--- config.mk ---
export PLATFORM = sky130hd
export DESIGN_NAME = mbist_march_gen
export DESIGN_NICKNAME = d
export VERILOG_FILES = /design/src/rtl/mbist_march_gen.sv
export SDC_FILE = /design/constraint.sdc
export NUM_CORES = 1
export LEC_CHECK = 0
export ABC_AREA = 1
export ABC_CLOCK_PERIOD_IN_PS = 2650
export CORE_ASPECT_RATIO = 0.7
export CORE_MARGIN = 2
export CORE_UTILIZATION = 50
export CTS_CLUSTER_DIAMETER = 40
export CTS_CLUSTER_SIZE = 14
export DETAILED_ROUTE_END_ITERATION = 8
export PLACE_DENSITY = 0.75
export SYNTH_ARGS = -nofsm -noshare
export SYNTH_HDL_FRONTEND = slang
export SYNTH_SLANG_ARGS = --single-unit
--- constraint.sdc ---
create_clock -name clk -period 2.65 [get_ports clk]
set_input_delay 0.3975 -clock clk [delete_from_list [all_inputs] [get_ports clk]]
set_output_delay 0.3975 -clock clk [all_outputs]
set_load 0.01 [all_outputs]
--- src/rtl/mbist_march_gen.sv ---
// ---------------------------------------------------------------------------
// mbist_march_gen
// March C- operation sequencer for the memory BIST datapath. While enabled it
// issues one memory operation per cycle and flags the last operation of the
// test so the BIST controller can leave test mode.
//
// Elements (each over every address):
//   E0 up w0 | E1 up r0,w1 | E2 up r1,w0 | E3 down r0,w1 | E4 down r1,w0 | E5 up r0
//
// Ports
//   clk     in   clock, rising edge
//   rst     in   asynchronous active-high reset
//   ld      in   synchronous clear from the controller, dominates en
//   en      in   advance enable (controller NbarT)
//   addr    out  address of the current operation
//   rwbar   out  1 = read, 0 = write
//   data    out  write data, or expected read data when rwbar = 1
//   mem_en  out  current operation is valid this cycle
//   elem    out  current march element, 6 = done
//   cout    out  current valid operation is the last of the test
//   done    out  sequence complete, held until ld or rst
// ---------------------------------------------------------------------------
module mbist_march_gen #(
   parameter int ADDR_W = 10,
   parameter int DATA_W = 8
) (
   input  logic              clk,
   input  logic              rst,
   input  logic              ld,
   input  logic              en,
   output logic [ADDR_W-1:0] addr,
   output logic              rwbar,
   output logic [DATA_W-1:0] data,
   output logic              mem_en,
   output logic [2:0]        elem,
   output logic              cout,
   output logic              done
);

   typedef enum logic [2:0] {
      E0     = 3'd0,
      E1     = 3'd1,
      E2     = 3'd2,
      E3     = 3'd3,
      E4     = 3'd4,
      E5     = 3'd5,
      E_DONE = 3'd6
   } elem_t;

   localparam logic [ADDR_W-1:0] ADDR_LO  = {ADDR_W{1'b0}};
   localparam logic [ADDR_W-1:0] ADDR_HI  = {ADDR_W{1'b1}};
   localparam logic [ADDR_W-1:0] ADDR_ONE = {{(ADDR_W-1){1'b0}}, 1'b1};

   elem_t             elem_r, elem_s;
   logic [ADDR_W-1:0] addr_r, addr_s;
   logic              op_r, op_s;
   logic              mem_en_s;
   logic              rw_s;
   logic              dbit_s;

   // E3 and E4 walk the address space downwards
   function automatic logic is_down(input elem_t e);
      logic r;
      case (e)
         E3, E4:  r = 1'b1;
         default: r = 1'b0;
      endcase
      return r;
   endfunction

   // Index of the final operation inside an element (single-op elements end at 0)
   function automatic logic last_op(input elem_t e);
      logic r;
      case (e)
         E0, E5:  r = 1'b0;
         default: r = 1'b1;
      endcase
      return r;
   endfunction

   // Element sequencing; anything past E5 (or an illegal code) lands in done
   function automatic elem_t next_elem(input elem_t e);
      elem_t r;
      case (e)
         E0:      r = E1;
         E1:      r = E2;
         E2:      r = E3;
         E3:      r = E4;
         E4:      r = E5;
         default: r = E_DONE;
      endcase
      return r;
   endfunction

   // Returns {rwbar, background bit} for (element, op)
   function automatic logic [1:0] decode_op(input elem_t e, input logic op);
      logic [1:0] r;
      case (e)
         E0:      r = 2'b00;          // w0
         E1, E3:  r = {~op, op};      // r0 then w1
         E2, E4:  r = {~op, ~op};     // r1 then w0
         E5:      r = 2'b10;          // r0
         default: r = 2'b00;
      endcase
      return r;
   endfunction

   assign mem_en_s = en & ~ld & (elem_r != E_DONE);

   // Operation decode from the current state
   always_comb begin
      rw_s   = 1'b0;
      dbit_s = 1'b0;
      {rw_s, dbit_s} = decode_op(elem_r, op_r);
   end

   // Next-state: ld clears, otherwise advance op -> address -> element on a valid op
   always_comb begin
      elem_s = elem_r;
      addr_s = addr_r;
      op_s   = op_r;
      if (ld) begin
         elem_s = E0;
         addr_s = ADDR_LO;
         op_s   = 1'b0;
      end else if (mem_en_s) begin
         if (op_r != last_op(elem_r)) begin
            op_s = ~op_r;
         end else if (addr_r != (is_down(elem_r) ? ADDR_LO : ADDR_HI)) begin
            op_s = 1'b0;
            if (is_down(elem_r)) begin
               addr_s = addr_r - ADDR_ONE;
            end else begin
               addr_s = addr_r + ADDR_ONE;
            end
         end else begin
            // Element boundary: reload the start address of the next element
            op_s   = 1'b0;
            elem_s = next_elem(elem_r);
            addr_s = is_down(elem_s) ? ADDR_HI : ADDR_LO;
         end
      end else begin
         elem_s = elem_r;
         addr_s = addr_r;
         op_s   = op_r;
      end
   end

   // State register with asynchronous clear
   always_ff @(posedge clk or posedge rst) begin
      if (rst) begin
         elem_r <= E0;
         addr_r <= ADDR_LO;
         op_r   <= 1'b0;
      end else begin
         elem_r <= elem_s;
         addr_r <= addr_s;
         op_r   <= op_s;
      end
   end

   assign addr   = addr_r;
   assign elem   = elem_r;
   assign rwbar  = rw_s;
   assign data   = {DATA_W{dbit_s}};
   assign mem_en = mem_en_s;
   assign cout   = mem_en_s & (elem_r == E5) & (addr_r == ADDR_HI);
   assign done   = (elem_r == E_DONE);

endmodule

Word-level counts from Yosys, hierarchy flattened:

Index checks and enable logic that the tools add are counted.

* flip-flop bits (word level): 14
* output and inout port bits: 25

* add/sub/neg operators: 2
* reduce and logical (&&, ||, !) cells: 9
* equality and inequality tests: 14
* multiplexer cells: 36
* bitwise gates (word level): 6

Operators with widths (number)
* $mux 10: 7
* $mux 3: 8
* $mux 1: 19
* $pmux 3 s5: 1
* $eq 3x3->1 const B: 4
* $add 10x1->10 const B: 1
* $eq 10x10->1 const B: 1
* $ne 10x10->1: 1
* $reduce_or 2->1: 5
* $sub 10x1->10 const B: 1
* $eq 3x2->1 const B: 3
* $pmux 2 s3: 1
* $and 1x1->1: 4
* $ne 2x2->1 const B: 2
* $eq 3x1->1 const B: 1
* $logic_not 3->1: 1
* $ne 3x3->1 const B: 1
* $reduce_and 3->1: 1
* $not 1->1: 2
* $reduce_and 2->1: 1
* $reduce_bool 2->1: 1
* $ne 1x1->1: 1

Longest topological paths before layout:

* word-level depth: 27
* gate-level depth with buffers: 16
* mapped depth without buffers: 15

Least setup slack after synthesis:

Ideal clock, no wire load.

* path kind: register to register
* from: register elem_r[0] (netlist: elem[0])
* to: register addr_r[5] (netlist: addr[5])
* stages on the path, launching flop included: 13
* arrival: 2.067 ns
* slack: 0.464 ns
* path through: dfrtp_1 -> buf_6 -> o21ai_2 -> nand2_2 -> inv_1 -> ha_1 -> or2_2 -> nand3_1 -> nand2_1 -> nand2_1 -> nand2_1 -> o21ai_2 -> nand2_1

* longest elaborated chain between the ends: 18
* elaborated cells between the ends (all ways): 46

RTL lines
* from (decl): RTL line 54 `elem_t elem_r, elem_s;`
* from (signal assigned): RTL line 156 `elem_r <= elem_s;`
* $eq 3x3->1 (tied with other cells): RTL line 64, 84
* $pmux 3 s5: RTL line 84 `case (e)`
* $mux 3: RTL line 129 `end else if (addr_r != (is_down(elem_r) ? ADDR_LO : ADDR_HI)) begin`
* $mux 3: RTL line 127 `if (op_r != last_op(elem_r)) begin`
* $mux 3: RTL line 126 `end else if (mem_en_s) begin`
* $mux 3: RTL line 122 `if (ld) begin`
* $eq 3x2->1 or $eq 3x3->1 (tied branches): RTL line 64 `case (e)`
* $reduce_or 2->1: RTL line 64
* [2 not listed]
* $mux 1: RTL line 127
* $mux 1: RTL line 126
* $mux 1: RTL line 122
* $mux 10: RTL line 140 `addr_s = is_down(elem_s) ? ADDR_HI : ADDR_LO;`
* $mux 10: RTL line 129
* $mux 10: RTL line 127
* $mux 10: RTL line 126
* $mux 10: RTL line 122
* to (signal assigned): RTL line 157 `addr_r <= addr_s;`
* to (decl): RTL line 55 `logic [ADDR_W-1:0] addr_r, addr_s;`

Parallel ways exist; a longest one is shown, timed or not. The select of a mux whose other input is x is not followed.
A chain may end at the register's enable or synchronous reset.

Worst setup path in the final report:

* from: register elem_r[1] (netlist: elem[1])
* to: output data[6]

* longest elaborated chain between the ends: 3
* elaborated cells between the ends (all ways): 8

RTL lines
* $eq 3x3->1 (tied with other cells): RTL line 98 `case (e)`
* $reduce_or 2->1: RTL line 98
* $pmux 2 s3 *: RTL line 98
* to (decl): RTL line 33 `output logic [DATA_W-1:0] data,`

Mark *: on every way between the ends. The rest lies on a longest branch, timed or not.

==> results.py <==
metrics = {
    "run_status": {
        "status": "completed",
    },
    "drt": {
        "drt-pass1-iter-count": 4,
        "drtAntennaViolNets": 0,
        "drc": 0,
        "wl_per_cell_um": 12.3,
        "totalWireLength_um": 3390,
        "vias": 1402,
        "drt_iter0_drc": 112,
        "viasPerCell": 5.06,
    },
    "cells_and_area": {
        "final_common_cell": "nand2_1",
        "drive_above_1_share_pct": 17.8,
        "fin_cells": 277,
        "mostFrequentLayoutCells": "65 x nand2_1, 30 x inv_1, 28 x clkdlybuf4s50_1",
        "final_area_um2": 1810,
        "fillers": 268,
        "multi_input_area_um2": 908,
        "nNetsFinal": 256,
        "area_growth_pct": 25.2,
        "antenna_cells": 0,
        "seqCellArea_um2": 350,
    },
    "clocking": {
        "clock_path_buffers": 2,
        "clkSlewWorstSetupHoldPaths_ps": 60,
        "cts_root_buffer": "clkbuf_8",
        "clk_latency_ps": 250,
        "numCtsBuffers": 3,
        "cts_sinks": 14,
        "htreeDepth": 1,
        "post-cts-setup-buffer-count": 0,
        "cts_tree": "built",
    },
    "placed_design": {
        "gp_congestion": 0.848,
        "io_buffers": 28,
        "dp_cells": 273,
        "dpl-instance-area_um2": 1750,
        "post-dp-hpwl_um": 2690,
    },
    "worst_setup_path": {
        "worstSetupEndpointType": "output port",
        "r2r-start": "elem[1]",
        "criticalPathCategory": "reg -> out",
        "crit_path_start": "elem[1]",
        "crit_arrival_ps": 2030,
        "reg2reg_depth": 11,
        "crit_required_ps": 2250,
        "critPathCapture": "data[6]",
        "crit_path_start_kind": "flop",
        "r2r_slack_ps": 260,
        "rr_endpoint": "addr[6]",
        "cp_max_fo": 8,
    },
    "die": {
        "start_util_pct": 52.0,
        "placementRows": 16,
        "core_um2": 2780,
        "pin_count": 29,
        "die_h_um": 49.0,
        "dieWidth_um": 68.3,
        "dieArea_um2": 3350,
    },
    "synth": {
        "avgSynthCellArea_um2": 6.83,
        "seq_area_frac_synth_pct": 24.2,
        "netlist_area_um2": 1450,
        "synth_edf_count": 0,
        "syn-num-nets": 226,
        "synth_flop_cell": "dfrtp_1",
        "yosysWarnings": 0,
        "synthArstFlopShare_pct": 100,
        "synth_cell_types": 34,
        "synth_cells": 212,
        "synth-seq-cells": 14,
    },
    "timing": {
        "finalSetupTns_ps": 0,
        "fin_crit_ps": 2430,
        "setup_viol": 0,
        "fin_worst_skew_ps": 1.52,
        "final_hold_viol_count": 0,
        "rsz0062_at_grt": "no",
        "slew_violations": 0,
        "max-slew-margin-rel_pct": 60.4,
        "tightest_slew_ps": 593,
        "holdWs_ps": 508,
        "fmax_mhz": 412,
        "fin_crit_sh_pct": 91.5,
    },
    "min_path": {
        "hp-class": "in -> async",
    },
    "job": {
        "cap_violations": 0,
    },
    "global_route": {
        "grt_max_degree": 15,
        "grt_overflow": 0,
        "grt_usage_pct": 22.2,
        "grt_pass1_wl_um": 5580,
        "antenna_found_initial": 0,
        "grt_pass1_vias": 1205,
    },
    "power": {
        "powerDensity_nw_per_um2": 275,
        "power.total_mw": 0.498,
        "p_leak_nw": 0.943,
        "peakVddDrop_uv": 256,
    },
}
-- cell usage after synthesis, types with 2 or more instances --
master | number | area (µm²)
nand2_1 | 65 | 244
inv_1 | 30 | 113
nand3_1 | 17 | 85.1
dfrtp_1 | 14 | 350
nor2_1 | 12 | 45.0
ha_1 | 9 | 113
nand2_2 | 8 | 50.1
a21oi_1 | 7 | 35.0
buf_4 | 7 | 52.6
o21ai_2 | 7 | 61.3
inv_2 | 3 | 11.3
nand2_4 | 3 | 33.8
nand3_2 | 3 | 30.0
nand4_1 | 3 | 18.8
o21ai_1 | 3 | 15.0
nor2_4 | 2 | 22.5
nor3_1 | 2 | 10.0
-- flip-flops by register name, indices dropped and copies added, names as in the netlist --
signal and flops:
addr 10, elem 3, op_r 1
-- metal layers --
layer / global-route usage [%] / vias to the layer above / wire (µm)
met2: 28.0 / 44 / 1260
li1: - / 732 / -
met4: 3.00 / 0 / 13
met1: 37.6 / 624 / 1800
met5: 0 / - / 0
met3: 5.54 / 2 / 326
-- kinds of logic after synthesis --
family	count (synthesis)	share of synthesized area [%]
adders and majority gates	10	9.16
buffers and inverters	42	13.7
DFF	14	24.2
and+or+nand+nor	120	39.6
AOI/OAI and AO/OA	24	12.1
xor gates and xnor gates	2	1.21
-- critical path, stage by stage (launching register included) --
cell and delay (ps):
dfrtp_1 440, o21ai_2 280, nand2_1 140, a21oi_2 280, clkdlybuf4s50_1 620
-- what timing repair did --
action / CTS / global route
endpoints found under the setup margin: 0 / 9
hold buffers: 0 / 0
resized for setup: 0 / 2
hold endpoints to repair: 0 / 0
-- worst min-delay path by stage --
stage / to / depth (start not counted) / slack [ps] / startpoint
after floorplan: addr[0] / 1 / 290 / rst
after CTS: op_r / 2 / 510 / rst
after global placement: addr[8] / 2 / 540 / addr[8]
after global routing: op_r / 2 / 570 / rst
after detailed placement: addr[8] / 2 / 540 / addr[8]
final: op_r / 2 / 510 / rst
-- area by class of cell --
type | count | share of cell area, %
well taps | 36 | 2.49
flip-flops and latches | 14 | 19.3
multi-input cells | 156 | 50.1
repair buffers | 33 | 17.5
clock buffers | 4 | 3.04
inverters | 34 | 7.46
-- through the flow --
stage               utilization (%)  worst slack [ps]
global route                   65.1              85.2
detailed placement             62.8               310
floorplan                         -               464
CTS                            64.7              50.0
finish                         65.1               225
global placement               62.8               342
-- power by group --
group	total [mW]	leakage [nW]	switching (mW)	internal [mW]
registers	0.220	0.194	0.00304	0.217
logic	0.0640	0.720	0.0392	0.0248
clock network	0.214	0.0288	0.0816	0.132
total	0.498	0.943	0.124	0.374
Power figures use the tool's default switching activity.
